[config.mk]
export PLATFORM = sky130hd
export DESIGN_NAME = spi_mnrch_multi
export DESIGN_NICKNAME = d
export VERILOG_FILES = /design/src/rtl/spi_mnrch_multi.sv
export SDC_FILE = /design/constraint.sdc
export NUM_CORES = 1
export LEC_CHECK = 0
export ABC_CLOCK_PERIOD_IN_PS = 2940
export BUFFER_PORTS_ARGS = -buffer_cell sky130_fd_sc_hd__buf_2
export CAP_MARGIN = 20
export CORE_UTILIZATION = 40
export CTS_CLUSTER_DIAMETER = 150
export DETAILED_ROUTE_END_ITERATION = 6
export GPL_TIMING_DRIVEN = 0
export PLACE_DENSITY = 0.57
export SYNTH_ARGS = -nofsm -noshare
export SYNTH_HDL_FRONTEND = slang
export SYNTH_SLANG_ARGS = --single-unit
[constraint.sdc]
create_clock -name clk -period 2.94 [get_ports clk]
set_input_delay 0.588 -clock clk [delete_from_list [all_inputs] [get_ports clk]]
set_output_delay 0.588 -clock clk [all_outputs]
set_load 0.03 [all_outputs]
[src/rtl/spi_mnrch_multi.sv]
`default_nettype none
// ---------------------------------------------------------------------------
// spi_mnrch_multi : parametrised SPI monarch with runtime CPOL/CPHA, multiple
//                   chip selects and held-SS_n multi-word bursts.  Rev 1.0
// ---------------------------------------------------------------------------

module spi_mnrch_multi #(
  parameter int DATA_W   = 16,
  parameter int SCLK_DIV = 32,
  parameter int NUM_SS   = 1,
  parameter int SS_W     = (NUM_SS > 1) ? $clog2(NUM_SS) : 1
) (
  input  logic              clk,
  input  logic              rst,
  input  logic              snd,
  input  logic [DATA_W-1:0] cmd,
  input  logic [SS_W-1:0]   ss_sel,
  input  logic [1:0]        mode,
  input  logic              hold,
  input  logic              rls,
  input  logic              MISO,
  output logic              SCLK,
  output logic              MOSI,
  output logic [NUM_SS-1:0] SS_n,
  output logic              busy,
  output logic              done,
  output logic [DATA_W-1:0] resp
);

  localparam int H  = SCLK_DIV / 2;
  localparam int CW = $clog2(H + 1);
  localparam int TW = $clog2(2 * DATA_W);

  localparam logic [2:0] IDLE  = 3'd0;
  localparam logic [2:0] FRONT = 3'd1;
  localparam logic [2:0] XFER  = 3'd2;
  localparam logic [2:0] BACK  = 3'd3;
  localparam logic [2:0] HELD  = 3'd4;

  logic [2:0]        state;
  logic [CW-1:0]     cnt;
  logic [TW-1:0]     tcnt;
  logic [DATA_W-1:0] sreg;
  logic [DATA_W-1:0] resp_r;
  logic [NUM_SS-1:0] ss_n_r;
  logic              sample;
  logic              cpol;
  logic              cpha;
  logic              hold_l;
  logic              sclk_r;
  logic              done_r;
  logic              cnt_end;
  logic              lead;

  assign cnt_end = (cnt == CW'(H - 1));
  // Even toggle index means SCLK is about to move away from CPOL.
  assign lead    = ~tcnt[0];

  always_ff @(posedge clk) begin
    if (rst) begin
      state  <= IDLE;
      cnt    <= '0;
      tcnt   <= '0;
      sreg   <= '0;
      resp_r <= '0;
      ss_n_r <= '1;
      sample <= 1'b0;
      cpol   <= 1'b0;
      cpha   <= 1'b0;
      hold_l <= 1'b0;
      sclk_r <= 1'b0;
      done_r <= 1'b0;
    end else begin
      case (state)
        IDLE: begin
          if (snd) begin
            sreg   <= cmd;
            cpol   <= mode[1];
            cpha   <= mode[0];
            hold_l <= hold;
            sclk_r <= mode[1];
            done_r <= 1'b0;
            cnt    <= '0;
            for (int i = 0; i < NUM_SS; i++) begin
              ss_n_r[i] <= (ss_sel != SS_W'(i));
            end
            state  <= FRONT;
          end
        end

        FRONT: begin
          if (cnt_end) begin
            cnt   <= '0;
            tcnt  <= '0;
            state <= XFER;
          end else begin
            cnt <= cnt + 1'b1;
          end
        end

        XFER: begin
          if (cnt_end) begin
            cnt    <= '0;
            sclk_r <= ~sclk_r;
            tcnt   <= tcnt + 1'b1;
            if (lead != cpha) begin
              sample <= MISO;
            end
            // CPHA=1 skips the first leading edge; its last shift lands in BACK.
            if ((cpha && lead && (tcnt != '0)) || (!cpha && !lead)) begin
              sreg <= {sreg[DATA_W-2:0], sample};
            end
            if (tcnt == TW'(2 * DATA_W - 1)) begin
              state <= BACK;
            end
          end else begin
            cnt <= cnt + 1'b1;
          end
        end

        BACK: begin
          sclk_r <= cpol;
          cnt    <= cnt + 1'b1;
          if ((cnt == '0) && cpha) begin
            sreg <= {sreg[DATA_W-2:0], sample};
          end
          if (cnt_end && !hold_l) begin
            ss_n_r <= '1;
          end
          if (cnt == CW'(H)) begin
            cnt    <= '0;
            resp_r <= sreg;
            done_r <= 1'b1;
            state  <= hold_l ? HELD : IDLE;
          end
        end

        HELD: begin
          if (rls) begin
            ss_n_r <= '1;
            state  <= IDLE;
          end else if (snd) begin
            sreg   <= cmd;
            hold_l <= hold;
            done_r <= 1'b0;
            cnt    <= '0;
            tcnt   <= '0;
            state  <= XFER;
          end
        end

        default: state <= IDLE;
      endcase
    end
  end

  assign SCLK = sclk_r;
  assign MOSI = sreg[DATA_W-1];
  assign SS_n = ss_n_r;
  assign busy = (state == FRONT) || (state == XFER) || (state == BACK);
  assign done = done_r;
  assign resp = resp_r;

endmodule

`default_nettype wire

==> results of run 1 <==
[power groups by stage]
| stage | sequential [mW] | combinational (mW) | clock, mW |
|---|---|---|---|
| 6_report | 0.753 | 0.162 | 0.429 |
| 5_1_grt | 0.758 | 0.177 | 0.464 |
| 4_1_cts | 0.753 | 0.163 | 0.438 |
| 3_5_place_dp | 0.769 | 0.162 | 0 |
| 3_3_place_gp | 0.769 | 0.160 | 0 |
| 2_1_floorplan | 0.770 | 0.109 | 0 |
[critical path: cells and delay by family (launching register included)]
family,cells,cell delay [ns]
flip-flops,1,0.39
AND/OR/NAND/NOR,1,0.11
AO/OA/AOI/OAI,4,0.96
adder cells (fa/ha/maj),2,0.34
buffers and inverters,3,0.82
[placed cells by master, fill, tap and decap left out, types with 2 or more instances in the layout]
cell type / count
dfxtp_1: 52
buf_2: 44
nand2_1: 43
a21oi_1: 30
clkbuf_1: 20
a31oi_1: 20
nor2_1: 18
mux2i_1: 18
inv_1: 12
a211oi_2: 10
ha_1: 9
nand3_1: 7
nand3b_1: 6
a211oi_1: 6
o21ai_0: 5
clkbuf_8: 5
nor2b_1: 4
buf_1: 3
nand4b_1: 3
o211ai_1: 3
or4_1: 3
and3_1: 2
nand4bb_1: 2
nand2b_1: 2
buf_6: 2
a22oi_1: 2
nor3_1: 2
or2_2: 2
or4b_2: 2
or3_1: 2
o41ai_1: 2
a311oi_1: 2
[metrics by stage]
stage | instance area, sq um | power [mW]
after detailed placement | 2940 | 0.932
after global placement | 2940 | 0.930
after global routing | 3030 | 1.40
after CTS | 3030 | 1.35
final | 3030 | 1.34
after floorplan | 2620 | 0.878
[layout make-up]
| type | instances | area [sq um] |
|---|---|---|
| multi-input combinational | 216 | 1430 |
| tap | 77 | 96.3 |
| sequential | 52 | 1040 |
| fill | 634 | 3320 |
| timing repair buffer | 44 | 220 |
| inverter | 12 | 45.0 |
| clock inverter | 3 | 21.3 |
| buffer | 25 | 109 |
| clock buffer | 5 | 68.8 |
[worst min-delay path by stage]
| stage | start | endpoint | slack (ns) | cells after the start |
|---|---|---|---|---|
| after CTS | resp[0]$_SDFFE_PP0P_ | resp[0]$_SDFFE_PP0P_ | 0.46 | 2 |
| final | resp[1]$_SDFFE_PP0P_ | resp[1]$_SDFFE_PP0P_ | 0.46 | 2 |
| after global placement | resp[1]$_SDFFE_PP0P_ | resp[1]$_SDFFE_PP0P_ | 0.44 | 2 |
| after floorplan | sreg[0]$_SDFFE_PP0P_ | resp[0]$_SDFFE_PP0P_ | 0.44 | 2 |
| after global routing | resp[11]$_SDFFE_PP0P_ | resp[11]$_SDFFE_PP0P_ | 0.48 | 2 |
| after detailed placement | resp[1]$_SDFFE_PP0P_ | resp[1]$_SDFFE_PP0P_ | 0.45 | 2 |
[flip-flops by register name, summed over array words and instances, names as in the netlist]
signal	count
resp	16
sreg	16
cnt	5
tcnt	5
state	3
SCLK	1
SS_n	1
cpha	1
cpol	1
done	1
hold_l	1
sample	1
[per-layer routing]
metal	up-vias	part of all wire, %	global-route usage (%)
li1	1212	-	-
met1	1132	49	27.2
met2	48	47	31.9
met3	4	3.6	3.18
met4	0	0.67	4.39
met5	-	0	0
[kinds of logic (layout without fill, tap and decap cells)]
| logic type | Yosys count | after routing | share of synthesized area (%) |
|---|---|---|---|
| buf+inv | 37 | 89 | 5.87 |
| flops | 52 | 52 | 39.7 |
| mux | 18 | 18 | 6.87 |
| simple gates | 102 | 102 | 19.9 |
| compound gates | 87 | 87 | 23.3 |
| fa+ha+maj | 9 | 9 | 4.29 |
==> results.rst, run 1 <==
.. list-table::
   :header-rows: 1

   * - Metric
     - Value
   * - Result of the run
     - complete, no violations
   * - Via-per-instance ratio
     - 5.52
   * - Initial Util
     - 41.3%
   * - CP arrival
     - 2.93 ns
   * - Overall via count from detail_route
     - 2,396
   * - Die height
     - 83.0 um
   * - Static power due to leakage
     - 1.25 nW
   * - Required time of the worst setup path
     - 3.18 ns
   * - Clock insertion delay at the later pin of the skew report
     - 0.32 ns
   * - Remaining antenna violation count
     - 0
   * - Hold-fix buffers at CTS
     - 0
   * - Routed WL
     - around 6800 um
   * - CP startpoint
     - cnt[1]$_SDFFE_PP0P_
   * - Most frequent cell after synthesis
     - dfxtp_1
   * - Avg Cell Area, Syn
     - 8.60 sq um
   * - Critical path capture point type
     - register
   * - Placer congestion estimate
     - 0.813
   * - Maximum number of pins on one net before global-route repair
     - 18
   * - FFs w/ async S/R, synth
     - 0%
   * - Achievable Freq
     - 0.372 GHz
   * - Number of instances resized during post-cts repair
     - 0
   * - Total number of yosys warnings
     - 0
   * - First-iteration detailed-routing DRC count
     - roughly 80
   * - CTS tree
     - built
   * - Number of global-route vias before repair
     - 2,155
   * - Detail-routed net length per standard cell
     - 15.6 um
   * - Number of unique standard cell types used by synthesis
     - slightly above 40
   * - Cell row count
     - 29
   * - DRC violations left
     - 0
   * - Synth Cell Area
     - 2620 sq um
   * - DR pass1 iterations
     - 4
   * - Fraction of layout instances using a drive strength above 1
     - between 15 and 20%
   * - Endpoints failing hold
     - 0
   * - CTS sink count
     - 52
   * - Most area-consuming cells after synthesis
     - dfxtp_1 40%, mux2i_1 6.9%, nand2_1 6.2%
   * - Fin nets
     - 390
   * - Worst slack, placed
     - around 0.28 ns
   * - Layout Area Growth over Synthesis
     - 15.5%
   * - Number of cells on the worst reg-to-reg path
     - 10
   * - Antenna violations before repair
     - 0
   * - Final design utilization
     - 47.7%
   * - # IOs
     - 46
   * - Sum Neg Setup Slack
     - 0 ns
   * - Flip-flop and latch count after synthesis
     - 52
   * - HPWL reported at the end of detailed placement
     - ~4700 um
   * - Internal power summed over all cells
     - 0.969 mW
   * - Core area
     - 6350 sq um
   * - CP Cell Sequence
     - ha_1, nand3_1, inv_1, ha_1, clkbuf_1, o21ai_0, o22ai_2, clkbuf_1, a31oi_1, a211oi_2
   * - RSZ-0062 raised after global routing
     - false
   * - Leading post-synthesis cells by instance count
     - 52 x dfxtp_1, 43 x nand2_1, 30 x a21oi_1
   * - Maximum root-to-sink buffer count
     - 2
   * - Cells after synthesis
     - 305
   * - Overall die area
     - 6880 sq um
   * - Cell accounting for the most synthesized area
     - dfxtp_1
   * - Final count of negative-setup-slack endpoints
     - 0
   * - Largest stage delay, worst path
     - 0.43 ns
   * - Worst Slack Setup Final
     - 0.249 ns
   * - Maximum ir drop on the vdd rail
     - 0.226 mV
   * - Class of the tightest hold or removal check
     - reg -> reg
   * - Total clock buffers created by CTS
     - 5
   * - Die width
     - 83.0 um
   * - Buffer cell driving the clock tree root
     - clkbuf_8
   * - Capture point of the critical path
     - sreg[12]$_SDFFE_PP0P_
   * - Power density over the cells
     - 444 nW/um^2
   * - Part of the power in the clock network
     - between 30% and 40%
   * - Reg2Reg Capture Point
     - sreg[12]$_SDFFE_PP0P_
   * - Htree depth
     - 2
   * - Post CTS Setup Buffer Count
     - 0
   * - Ratio of final minimum period to clock period
     - about nine tenths
   * - Cell total after placement
     - 426
   * - Master of the slowest instance on the critical path
     - clkbuf_1
   * - Switching Share
     - 27.9%
   * - Setup crit start kind
     - register
   * - Net Switching
     - 0.376 mW
   * - Time the worst path needs with I/O delays and setup
     - 2.69 ns
   * - Relative max-transition margin
     - between 40 and 50%
   * - Synthesized net count
     - between 300 and 400
   * - Setup Skew
     - 0.00983 ns
   * - Wire length of the first global-routing pass
     - ~11,000 um
   * - R2R Path Start
     - cnt[1]$_SDFFE_PP0P_
   * - Start-to-end type of the worst setup path
     - reg -> reg
   * - Main flop type after synthesis
     - dfxtp_1
   * - Total congestion overflow after global routing
     - 0
   * - Minimum setup slack among reg-to-reg paths
     - ~0.25 ns
   * - Non-Filler Instances
     - about 430
   * - Count of input and output buffers
     - 44
   * - Worst Path Max Fanout
     - 10
   * - Number of inserted diodes
     - 0
   * - Worst-margin pin slew
     - 0.799 ns
   * - Worst hold slack
     - 0.457 ns
   * - Comb power frac
     - between 10% and 20%
   * - Total track usage
     - 19.6%
   * - Worst-path clk slew
     - 0.10 ns
   * - Share of the synthesized area in the top cell type
     - 39.7%
   * - Maximum Capacitance Violations
     - 0
   * - Fraction of power consumed by sequential logic
     - 56.0%
   * - Max Slew Vio Count
     - 0
   * - Portion of the post-synthesis area used by sequential elements
     - 39.7%
   * - EDFF count, synth
     - 0
(Power assumes the default switching activity.)
==> inputs of run 2 (changes only) <==
--- a/config.mk
+++ b/config.mk
@@ -5,6 +5,7 @@
 export SDC_FILE = /design/constraint.sdc
 export NUM_CORES = 1
 export LEC_CHECK = 0
+export ABC_AREA = 1
 export ABC_CLOCK_PERIOD_IN_PS = 2940
 export BUFFER_PORTS_ARGS = -buffer_cell sky130_fd_sc_hd__buf_2
 export CAP_MARGIN = 20
==> results.rst, run 2 <==
.. list-table::
   :header-rows: 1

   * - Metric
     - Value
   * - Largest stage delay, worst path
     - 0.37 ns (-0.06 ns)
   * - Most frequent cell after synthesis
     - nand2_1
   * - Static power due to leakage
     - 1.66 nW (+33%)
   * - Portion of the post-synthesis area used by sequential elements
     - 36.5% (-3.2 points)
   * - Total number of yosys warnings
     - 0 (unchanged)
   * - Layout Area Growth over Synthesis
     - 15.1%
   * - Endpoints failing hold
     - 0 (unchanged)
   * - Maximum root-to-sink buffer count
     - 2 (unchanged)
   * - Number of inserted diodes
     - 0 (unchanged)
   * - Leading post-synthesis cells by instance count
     - 107 x nand2_1, 90 x nor2_1, 52 x dfxtp_1
   * - Highest routed metal layer
     - met4
   * - Maximum ir drop on the vdd rail
     - 0.334 mV (+48%)
   * - DRC violations left
     - 0 (unchanged)
   * - Overall die area
     - 7470 sq um (+8.5%)
   * - Cell class contributing the biggest share of worst-path delay
     - simple AND/OR/NAND/NOR gates
   * - CTS sink count
     - 52 (unchanged)
   * - DR WL met2
     - 3160 um (-0.19%)
   * - Die height
     - 86.4 um (+4.2%)
   * - Initial Util
     - 41.7% (+0.42 points)
   * - Number of global-route vias before repair
     - 2,447 (+14%)
   * - Fraction of layout instances using a drive strength above 1
     - 19.3% (-0.56 points)
   * - EDFF count, synth
     - 0 (unchanged)
   * - Hold-fix buffers at CTS
     - 0 (unchanged)
   * - Worst hold slack
     - 0.470 ns (+0.0127 ns)
   * - Main flop type after synthesis
     - dfxtp_1
   * - Most frequent standard cell in the layout excluding fill and tap cells
     - nand2_1
   * - Avg Cell Area, Syn
     - 6.72 sq um (-22%)
   * - Start-to-end type of the worst setup path
     - reg -> reg
   * - Sum Neg Setup Slack
     - 0 ns (unchanged)
   * - Power density over the cells
     - 910 nW/um^2 (+110%)
   * - Placer congestion estimate
     - 0.938 (+15%)
   * - Result of the run
     - complete, no violations
   * - Count of input and output buffers
     - 44 (unchanged)
   * - Wire length of the first global-routing pass
     - 11,700 um (+6.4%)
   * - Flip-flop and latch count after synthesis
     - 52 (unchanged)
   * - Maximum number of pins on one net before global-route repair
     - 18 (unchanged)
   * - Most area-consuming cells after synthesis
     - dfxtp_1 37%, nand2_1 14%, nor2_1 12%
   * - Ratio of final minimum period to clock period
     - 67.3% (-24 points)
   * - CP Cell Sequence
     - ha_1, nand3_1, inv_1, ha_1, inv_1, nand3_4, clkinv_2, nor2_4, buf_6, nand4_1, nand2_1, nor2_1
   * - Max Slew Vio Count
     - 0 (unchanged)
   * - Total clock buffers created by CTS
     - 5 (unchanged)
   * - Buffer cell driving the clock tree root
     - clkbuf_8
   * - Post CTS Setup Buffer Count
     - 0 (unchanged)
   * - Cell row count
     - 30 (+3.4%)
   * - Total track usage
     - 19.7% (+0.17 points)
   * - RSZ-0062 raised after global routing
     - false
   * - Final count of negative-setup-slack endpoints
     - 0 (unchanged)
   * - Cell accounting for the most synthesized area
     - dfxtp_1
   * - Routed WL
     - 7030 um (+3.9%)
   * - Worst-margin pin slew
     - 0.574 ns (-0.225 ns)
   * - Die width
     - 86.4 um (+4.2%)
   * - CTS tree
     - built
   * - HPWL reported at the end of detailed placement
     - 5300 um (+13%)
   * - Setup Skew
     - 0.00431 ns (-0.00553 ns)
   * - Remaining antenna violation count
     - 0 (unchanged)
   * - Master of the slowest instance on the critical path
     - dfxtp_1
   * - Total length of routed met3 wires
     - 167 um (-32%)
   * - Worst Path Max Fanout
     - 10 (unchanged)
   * - FFs w/ async S/R, synth
     - 0% (unchanged)
   * - Core area
     - 6830 sq um (+7.6%)
   * - Detail-routed net length per standard cell
     - 12.3 um (-21%)
   * - Most frequent cells in the layout
     - 107 x nand2_1, 90 x nor2_1, 52 x dfxtp_1
   * - Class of the tightest hold or removal check
     - reg -> reg
   * - Achievable Freq
     - 0.505 GHz (+36%)
   * - Setup crit start kind
     - register
   * - Time the worst path needs with I/O delays and setup
     - 1.98 ns (-0.711 ns)
   * - Antenna violations before repair
     - 0 (unchanged)
   * - Relative max-transition margin
     - 61.8% (+15 points)
   * - Number of fill cells
     - 769 (+21%)
   * - Worst path bufs/invs
     - 4 (+1)
   * - # IOs
     - 46 (unchanged)
   * - First-iteration detailed-routing DRC count
     - 152 (+92%)
   * - Via-per-instance ratio
     - 4.74 (-14%)
   * - Total congestion overflow after global routing
     - 0 (unchanged)
   * - Number of instances resized during post-cts repair
     - 0 (unchanged)
   * - Share of the synthesized area in the top cell type
     - 36.5% (-3.2 points)
   * - Synthesized net count
     - 458 (+35%)
   * - Cells after synthesis
     - 424 (+39%)
   * - Wire length on met1
     - 3620 um (+9.6%)
   * - Synth Cell Area
     - 2850 sq um (+8.7%)
   * - Fin nets
     - 509 (+31%)
   * - Overall via count from detail_route
     - 2,709 (+13%)
   * - Required time of the worst setup path
     - 3.15 ns (-0.03 ns)
   * - Htree depth
     - 2 (unchanged)
   * - Number of unique standard cell types used by synthesis
     - 30 (-27%)
   * - CP arrival
     - 2.19 ns (-0.74 ns)
   * - DR pass1 iterations
     - 4 (unchanged)
   * - Maximum Capacitance Violations
     - 0 (unchanged)
   * - Critical path capture point type
     - register
   * - Clock insertion delay at the later pin of the skew report
     - 0.30 ns (-0.02 ns)
   * - Worst-path clk slew
     - 0.10 ns (about the same)
==> run 2: worst min-delay path, delay by kind of cell (launching register included) <==
family | cells | cell delay (ns)
DFF | 1 | 0.32
and+or+nand+nor | 1 | 0.06
AOI/OAI and AO/OA | 1 | 0.05
==> run 2: cells by family (layout without fill, tap and decap cells) <==
family                   count (synthesis)  count (layout)  share of synthesized area (%)
buffers and inverters                   60             112                           9.00
adder cells (fa/ha/maj)                  9               9                           3.95
AO/OA/AOI/OAI                           45              45                           8.38
XOR/XNOR                                 2               2                          0.615
AND/OR/NAND/NOR                        256             256                           41.5
flip-flops                              52              52                           36.5
==> run 2: cell type report <==
type                    instances  area, sq um  area share [%]
repair buffers                 44          220            6.71
clock buffers                   5         68.8            2.10
well taps                      96          120            3.66
inverters                      46          176            5.38
plain buffers                  14         80.1            2.44
multi-input cells             312         1550            47.3
flip-flops and latches         52         1040            31.7
clock inverters                 3         21.3           0.648
==> run 2: metrics by stage <==
step                cell area [sq um]  worst slack (ns)  instances  total power, mW  util (%)
floorplan                        2850              1.23        424             2.24         -
global placement                 3190             0.912        564             2.57      46.7
detailed placement               3190             0.893        564             2.58      46.7
CTS                              3280             0.919        572             3.02      48.0
global route                     3280             0.688        572             3.26      48.0
finish                           3280             0.961        572             2.99      48.0
==> run 2: final timing paths <==
check	cells after the start	slack [ns]	endpoint	from
setup / recovery	12	0.96	sreg[8]$_SDFFE_PP0P_	cnt[0]$_SDFFE_PP0P_
hold / removal	2	0.47	done$_SDFFE_PP0P_	done$_SDFFE_PP0P_
setup reg to reg	12	0.96	sreg[8]$_SDFFE_PP0P_	cnt[0]$_SDFFE_PP0P_
hold reg to reg	2	0.47	done$_SDFFE_PP0P_	done$_SDFFE_PP0P_
==> run 2: power by group <==
| part | internal [mW] | switching [mW] |
|---|---|---|
| sequential | 0.888 | 0.162 |
| combinational | 0.519 | 0.992 |
| clock | 0.170 | 0.256 |
==> run 2: layer usage <==
| metal | up-vias | GRT usage (%) |
|---|---|---|
| met2 | 35 | 33.2 |
| met4 | 0 | 5.00 |
| met5 | - | 0 |
| li1 | 1440 | - |
| met1 | 1224 | 26.9 |
| met3 | 10 | 2.38 |
